==> src/rtl/imem_loader_pkg.sv <==
// Shared definitions for the instruction-memory loader: frame start byte,
// word width, FSM state encoding and the checksum accumulate helper.
package imem_loader_pkg;

    localparam logic [7:0] START_BYTE = 8'hA5;
    localparam int         IMEM_DW    = 32;

    typedef enum logic [2:0] {
        IDLE  = 3'd0,
        LEN   = 3'd1,
        DATA  = 3'd2,
        WRITE = 3'd3,
        CSUM  = 3'd4
    } state_e;

    // Running frame checksum is a plain byte-wise XOR.
    function automatic logic [7:0] csum_update(input logic [7:0] acc, input logic [7:0] b);
        return acc ^ b;
    endfunction

endpackage

==> src/rtl/imem_loader_if.sv <==
// Byte stream handshake into the loader. A byte moves when in_valid and
// in_ready are both high on a rising clock edge.
interface imem_loader_if;
    logic [7:0] in_data;
    logic       in_valid;
    logic       in_ready;

    modport master (output in_data, output in_valid, input in_ready);
    modport slave  (input in_data, input in_valid, output in_ready);
endinterface

==> src/rtl/imem_word_packer.sv <==
// Assembles four stream bytes into a little-endian 32-bit word and keeps the
// running XOR of every data byte since the last clear.
module imem_word_packer
    import imem_loader_pkg::*;
(
    input  logic               clk,
    input  logic               rst,
    input  logic               clear,
    input  logic               byte_valid,
    input  logic [7:0]         byte_in,
    output logic               word_ready,
    output logic [IMEM_DW-1:0] word_o,
    output logic [7:0]         csum_o
);

    logic [1:0]         byte_cnt_q, byte_cnt_d;
    logic [IMEM_DW-1:0] word_q, word_d, word_ins;
    logic [7:0]         csum_q, csum_d;

    // Current word with the incoming byte dropped into its lane.
    always_comb begin
        word_ins = word_q;
        case (byte_cnt_q)
            2'd0:    word_ins[7:0]   = byte_in;
            2'd1:    word_ins[15:8]  = byte_in;
            2'd2:    word_ins[23:16] = byte_in;
            2'd3:    word_ins[31:24] = byte_in;
            default: word_ins        = word_q;
        endcase
    end

    // Next-state for byte counter, word register and checksum.
    always_comb begin
        byte_cnt_d = byte_cnt_q;
        word_d     = word_q;
        csum_d     = csum_q;
        if (clear) begin
            byte_cnt_d = 2'd0;
            word_d     = {IMEM_DW{1'b0}};
            csum_d     = 8'h00;
        end else if (byte_valid) begin
            byte_cnt_d = byte_cnt_q + 2'd1;
            word_d     = word_ins;
            csum_d     = csum_update(csum_q, byte_in);
        end else begin
            byte_cnt_d = byte_cnt_q;
        end
    end

    // Packer state registers.
    always_ff @(posedge clk) begin
        if (rst) begin
            byte_cnt_q <= 2'd0;
            word_q     <= {IMEM_DW{1'b0}};
            csum_q     <= 8'h00;
        end else begin
            byte_cnt_q <= byte_cnt_d;
            word_q     <= word_d;
            csum_q     <= csum_d;
        end
    end

    // The complete word is available combinationally as its top byte arrives.
    assign word_ready = byte_valid && !clear && (byte_cnt_q == 2'd3);
    assign word_o     = word_ins;
    assign csum_o     = csum_q;

endmodule

==> src/rtl/imem_loader.sv <==
// Frame receiver that writes a program into instruction memory.
// Frame: A5, N, 4N data bytes (LSB first), XOR checksum of the data bytes.
// The core is held in reset from the start byte until a frame is accepted.
module imem_loader
    import imem_loader_pkg::*;
#(
    parameter int DEPTH         = 8,
    parameter int ADDR_W        = 3,
    parameter bit HOLD_AT_RESET = 1'b0
) (
    input  logic               clk,
    input  logic               rst,
    imem_loader_if.slave       bus,
    output logic               imem_we,
    output logic [ADDR_W-1:0]  imem_addr,
    output logic [IMEM_DW-1:0] imem_wdata,
    output logic               cpu_hold,
    output logic               load_done,
    output logic               load_err
);

    localparam int         LEN_W   = ADDR_W + 1;
    localparam logic [7:0] DEPTH_B = 8'(DEPTH);

    state_e             state_q, state_d;
    logic [LEN_W-1:0]   len_q, len_d;
    logic [ADDR_W-1:0]  word_cnt_q, word_cnt_d;
    logic               in_ready_q, in_ready_d;
    logic               imem_we_q, imem_we_d;
    logic [ADDR_W-1:0]  imem_addr_q, imem_addr_d;
    logic [IMEM_DW-1:0] imem_wdata_q, imem_wdata_d;
    logic               cpu_hold_q, cpu_hold_d;
    logic               load_done_q, load_done_d;
    logic               load_err_q, load_err_d;

    logic               xfer;
    logic               len_ok;
    logic               last_word;
    logic               pack_clear;
    logic               pack_valid;
    logic               word_ready;
    logic [IMEM_DW-1:0] word_asm;
    logic [7:0]         csum_run;

    assign xfer       = bus.in_valid && in_ready_q;
    assign len_ok     = (bus.in_data != 8'h00) && (bus.in_data <= DEPTH_B);
    assign last_word  = ({1'b0, word_cnt_q} + {{ADDR_W{1'b0}}, 1'b1}) == len_q;
    assign pack_clear = xfer && (state_q == LEN) && len_ok;
    assign pack_valid = xfer && (state_q == DATA);

    imem_word_packer u_packer (
        .clk        (clk),
        .rst        (rst),
        .clear      (pack_clear),
        .byte_valid (pack_valid),
        .byte_in    (bus.in_data),
        .word_ready (word_ready),
        .word_o     (word_asm),
        .csum_o     (csum_run)
    );

    // Frame FSM: next state and next value of every registered output.
    always_comb begin
        state_d      = state_q;
        len_d        = len_q;
        word_cnt_d   = word_cnt_q;
        imem_we_d    = 1'b0;
        imem_addr_d  = imem_addr_q;
        imem_wdata_d = imem_wdata_q;
        cpu_hold_d   = cpu_hold_q;
        load_done_d  = 1'b0;
        load_err_d   = 1'b0;
        case (state_q)
            IDLE: begin
                if (xfer && (bus.in_data == START_BYTE)) begin
                    state_d    = LEN;
                    cpu_hold_d = 1'b1;
                end else begin
                    state_d = IDLE;
                end
            end
            LEN: begin
                if (xfer) begin
                    if (len_ok) begin
                        len_d      = bus.in_data[LEN_W-1:0];
                        word_cnt_d = {ADDR_W{1'b0}};
                        state_d    = DATA;
                    end else begin
                        load_err_d = 1'b1;
                        state_d    = IDLE;
                    end
                end else begin
                    state_d = LEN;
                end
            end
            DATA: begin
                if (word_ready) begin
                    state_d      = WRITE;
                    imem_we_d    = 1'b1;
                    imem_addr_d  = word_cnt_q;
                    imem_wdata_d = word_asm;
                end else begin
                    state_d = DATA;
                end
            end
            WRITE: begin
                word_cnt_d = word_cnt_q + {{(ADDR_W-1){1'b0}}, 1'b1};
                if (last_word) begin
                    state_d = CSUM;
                end else begin
                    state_d = DATA;
                end
            end
            CSUM: begin
                if (xfer) begin
                    if (bus.in_data == csum_run) begin
                        load_done_d = 1'b1;
                        cpu_hold_d  = 1'b0;
                    end else begin
                        load_err_d = 1'b1;
                    end
                    state_d = IDLE;
                end else begin
                    state_d = CSUM;
                end
            end
            default: begin
                state_d = IDLE;
            end
        endcase
        // The only cycle the loader refuses bytes is the memory write cycle.
        in_ready_d = (state_d != WRITE);
    end

    // State and output registers with synchronous reset.
    always_ff @(posedge clk) begin
        if (rst) begin
            state_q      <= IDLE;
            len_q        <= {LEN_W{1'b0}};
            word_cnt_q   <= {ADDR_W{1'b0}};
            in_ready_q   <= 1'b0;
            imem_we_q    <= 1'b0;
            imem_addr_q  <= {ADDR_W{1'b0}};
            imem_wdata_q <= {IMEM_DW{1'b0}};
            cpu_hold_q   <= HOLD_AT_RESET;
            load_done_q  <= 1'b0;
            load_err_q   <= 1'b0;
        end else begin
            state_q      <= state_d;
            len_q        <= len_d;
            word_cnt_q   <= word_cnt_d;
            in_ready_q   <= in_ready_d;
            imem_we_q    <= imem_we_d;
            imem_addr_q  <= imem_addr_d;
            imem_wdata_q <= imem_wdata_d;
            cpu_hold_q   <= cpu_hold_d;
            load_done_q  <= load_done_d;
            load_err_q   <= load_err_d;
        end
    end

    assign bus.in_ready = in_ready_q;
    assign imem_we      = imem_we_q;
    assign imem_addr    = imem_addr_q;
    assign imem_wdata   = imem_wdata_q;
    assign cpu_hold     = cpu_hold_q;
    assign load_done    = load_done_q;
    assign load_err     = load_err_q;

endmodule

==> src/flat_wrapper.sv <==
// flat-port wrapper written by rule: the top's interface ports become plain ports
module imem_loader_flat import imem_loader_pkg::*;
#(
    parameter int DEPTH         = 8,
    parameter int ADDR_W        = 3,
    parameter bit HOLD_AT_RESET = 1'b0
)
  (clk, rst, imem_we, imem_addr, imem_wdata, cpu_hold, load_done, load_err, bus_in_data, bus_in_valid, bus_in_ready);
  imem_loader_if bus_i ();
  input  logic clk;
  input  logic rst;
  output logic imem_we;
  output logic [ADDR_W-1:0] imem_addr;
  output logic [IMEM_DW-1:0] imem_wdata;
  output logic cpu_hold;
  output logic load_done;
  output logic load_err;
  input wire logic [$bits(bus_i.in_data)-1:0] bus_in_data;
  input wire logic [$bits(bus_i.in_valid)-1:0] bus_in_valid;
  output wire logic [$bits(bus_i.in_ready)-1:0] bus_in_ready;
  assign bus_i.in_data = bus_in_data;
  assign bus_i.in_valid = bus_in_valid;
  assign bus_in_ready = bus_i.in_ready;
  imem_loader #(.DEPTH(DEPTH), .ADDR_W(ADDR_W), .HOLD_AT_RESET(HOLD_AT_RESET)) u_core (.clk(clk), .rst(rst), .bus(bus_i), .imem_we(imem_we), .imem_addr(imem_addr), .imem_wdata(imem_wdata), .cpu_hold(cpu_hold), .load_done(load_done), .load_err(load_err));
endmodule
==> config.mk <==
export PLATFORM = sky130hd
export DESIGN_NAME = imem_loader_flat
export DESIGN_NICKNAME = d
export VERILOG_FILES = /design/src/rtl/imem_loader_pkg.sv /design/src/rtl/imem_loader_if.sv /design/src/rtl/imem_word_packer.sv /design/src/rtl/imem_loader.sv /design/src/flat_wrapper.sv
export SDC_FILE = /design/constraint.sdc
export NUM_CORES = 1
export LEC_CHECK = 0
export ABC_AREA = 1
export CAP_MARGIN = 20
export CORE_MARGIN = 3
export CORE_UTILIZATION = 45
export CTS_BUF_LIST = sky130_fd_sc_hd__clkbuf_16
export DETAILED_ROUTE_END_ITERATION = 16
export PLACE_DENSITY = 0.76
export SLEW_MARGIN = 0
export SYNTH_ARGS = -nofsm -noshare
export SYNTH_HDL_FRONTEND = slang
export SYNTH_SLANG_ARGS = --single-unit
==> constraint.sdc <==
create_clock -name clk -period 1.9 [get_ports clk]
set_input_delay 0.19 -clock clk [delete_from_list [all_inputs] [get_ports clk]]
set_output_delay 0.19 -clock clk [all_outputs]
set_load 0.02 [all_outputs]
==> impl_metrics.json <==
{
  "numPortBuffers": 50,
  "synth_cell_types": 27,
  "clock_path_buffers": 2,
  "yosys-top-cells-count": "sky130_fd_sc_hd__nand2_1, sky130_fd_sc_hd__dfxtp_1, sky130_fd_sc_hd__a21oi_1",
  "post_cts_resized": 0,
  "die_area_um2": 10230,
  "clkSinkCount": 92,
  "root_buffer": "sky130_fd_sc_hd__clkbuf_16",
  "dp_hpwl_um": 6443,
  "critical_path_peak_fanout": 16,
  "detail_route.iter0.violations": 175,
  "drt_drc_violations_left": 0,
  "syn-mean-instance-area_um2": 7.296,
  "route.detailed.wl_per_inst_um": 13.46,
  "via_count_of_the_first_global_routing_pass": 3488,
  "top_cells_by_area_in_the_synthesized_netlist": "sky130_fd_sc_hd__dfxtp_1, sky130_fd_sc_hd__nand2_1, sky130_fd_sc_hd__a21oi_1",
  "synth.net_count": 574,
  "final_nets": 618,
  "core_area_um2": 8763,
  "timing.max_slew.rel_slack": 0.6540,
  "maximum_ir_drop_on_the_vdd_rail_v": 0.0003456,
  "number_of_routed_nets_with_antenna_violations": 0,
  "num_rows": 34,
  "netlist_area_um2": 4071,
  "firstDrtPassIters": 4,
  "simple_gate_fraction_of_synth_area": 0.2870,
  "n_fill_cell": 769,
  "synth_flop_cell": "sky130_fd_sc_hd__dfxtp_1",
  "final_critical_delay_including_setup_and_external_delays_ps": 1699,
  "synth_cells": 558,
  "number_of_antenna_violations_at_the_first_check_in_global_routing": 0,
  "async_reset_ff_frac": 0,
  "synth.area.mux_share": 0,
  "postSynthRegisterBits": 92,
  "finalSetupTns_ps": 0,
  "cp_data_arrival_time_ps": 1960,
  "unrepaired_setup_endpoints_after_global_routing": "no",
  "postCtsSetupRepairBufs": 0,
  "grt_start_max_net_pins": 66,
  "worst-slew-pin-transition_ps": 519.0,
  "dr_total_vias": 3617,
  "slowest_delay_ps": 390,
  "final_hold_viols": 0,
  "critical_path.endpoint_type": "register",
  "post-synth-top-area-fraction": 0.4524,
  "synthesis.yosys.warnings": 0,
  "dominant_combinational_cell_family_by_area_after_synthesis": "simple AND/OR/NAND/NOR gates",
  "floorplan.die.height_um": 101.1,
  "timing.final.crit_share": 0.8940,
  "vias_per_cell": 5.059,
  "synth.largest_area_cell": "sky130_fd_sc_hd__dfxtp_1",
  "gp_congestion": 0.8692,
  "maxCapViolCount": 0,
  "whs_ps": 457.3,
  "setup.worst_path.class": "register to register",
  "x_dimension_of_the_die_um": 101.1,
  "number_of_enable_flip_flop_cells_after_synthesis": 0,
  "synth_compound_area_frac": 0.1530,
  "grt_overflow": 0,
  "run_status": "finished, final reports clean",
  "synthToLayoutAreaGrowth_pct": 23.14,
  "cts_hold_buffers": 0,
  "path_cells": "inv_1 -> ha_1 -> nand2_1 -> o21ai_0 -> or2_2 -> a21oi_1",
  "cp-start-kind": "register",
  "grt_first_pass_wirelength_um": 15910,
  "post_synth_fa_ha_maj_area_fraction": 0.01537,
  "insertedDiodeCount": 0,
  "synth_xor_xnor_area_share": 0.01506,
  "clk_pin_slew_ps": 60,
  "p_leak_nw": 1.851,
  "area_of_the_multi_input_gates_um2": 1916,
  "cell_with_the_most_instances_after_synthesis": "sky130_fd_sc_hd__nand2_1",
  "power.density_cell_area_nw_per_um2": 791.0,
  "total_routed_length_um": 9623,
  "initial_core_utilization": 0.4646,
  "clk_latency_ps": 330,
  "report.final.setup_viol": 0,
  "regArea_um2": 1842,
  "cts_tree": "done",
  "floorplan.io_pins": 51,
  "htree_num_levels": 3,
  "max_clk_rate_mhz": 588.8,
  "critical_path.slowest_cell": "sky130_fd_sc_hd__dfxtp_1",
  "design_power_total_mw": 3.966,
  "grt_util_all_layers": 0.1936,
  "final-max-slew-violation-count": 0,
  "cp_data_required_time_ps": 2160,
  "synth-seq-area-share": 0.4524,
  "drive_gt1_frac": 0.08896,
  "hp-class": "register to register",
  "fin_worst_skew_ps": 4.138,
  "numCtsBuffers": 9
}
report_power, final:
| part | switching [mW] | total [mW] | leakage [nW] | internal (mW) |
|---|---|---|---|---|
| clock | 0.744 | 1.89 | 0.159 | 1.15 |
| sequential | 0.000551 | 1.93 | 0.741 | 1.93 |
| combinational | 0.0929 | 0.142 | 0.951 | 0.0489 |
| total | 0.838 | 3.97 | 1.85 | 3.13 |
layout by cell type, fill, tap and decap left out, drive strengths merged:
cell type,n
ha,5
o21ai,37
nor3b,1
or2,46
o211ai,1
inv,43
nand2,161
bufinv,2
xnor2,1
nor2,17
a21oi,86
clkdlybuf4s50,50
clkbuf,9
dfxtp,92
xor2,6
buf,14
nand3,28
nand4,3
clkinv,2
nor3,3
registers in the layout (all words and copies together) (netlist names), 2 cells and up:
name and cells:
u_core.state_q 3, u_core.u_packer.word_q 32, u_core.len_q 4, u_core.u_packer.csum_o 8
u_core.imem_addr 3, u_core.imem_wdata 32, u_core.u_packer.byte_cnt_q 2, u_core.word_cnt_q 3
per-layer routing:
metal / global-route usage / part of all wire
met3: 0.03529 / 0.048
met1: 0.2601 / 0.46
met4: 0.07669 / 0.020
met2: 0.3084 / 0.47
met5: 0 / 0
worst paths after layout:
kind / to / startpoint / slack, ps / depth (start not counted)
hold reg to reg: u_core.u_packer.word_q[30]$_SDFFE_PP0P_ / u_core.u_packer.word_q[30]$_SDFFE_PP0P_ / 460 / 2
hold / removal: u_core.u_packer.word_q[30]$_SDFFE_PP0P_ / u_core.u_packer.word_q[30]$_SDFFE_PP0P_ / 460 / 2
setup / recovery: u_core.u_packer.word_q[17]$_SDFFE_PP0P_ / u_core.u_packer.byte_cnt_q[0]$_SDFFE_PP0P_ / 200 / 6
setup reg to reg: u_core.u_packer.word_q[17]$_SDFFE_PP0P_ / u_core.u_packer.byte_cnt_q[0]$_SDFFE_PP0P_ / 200 / 6
cells by family (layout without fill, tap and decap cells):
group           after synthesis  after routing
simple gates                259            259
compound gates              124            124
flops                        92             92
buf+inv                      71            120
xor+xnor                      7              7
fa+ha+maj                     5              5
per-stage QoR:
step                        util  setup slack [ps]  instance area (um^2)  std cells
after floorplan                -             422.2                  4071        558
after global placement    0.5361             128.1                  4698        699
after detailed placement  0.5361             84.54                  4698        699
after CTS                 0.5721             192.8                  5014        715
after global routing      0.5721             36.45                  5014        715
final                     0.5721             201.5                  5014        715
worst max-delay path, delay by kind of cell, from the launching register on:
family	cells	cell delay [ps]
buf+inv	1	100
compound gates	2	270
fa+ha+maj	1	390
simple gates	2	480
flops	1	390
layout make-up:
cell class / instances / share of cell area
sequential: 92 / 0.3674
inverter: 40 / 0.02995
timing repair buffer: 64 / 0.1308
clock buffer: 9 / 0.04492
tap: 108 / 0.02695
multi-input combinational: 395 / 0.3821
clock inverter: 7 / 0.01797
(Power assumes the default switching activity.)
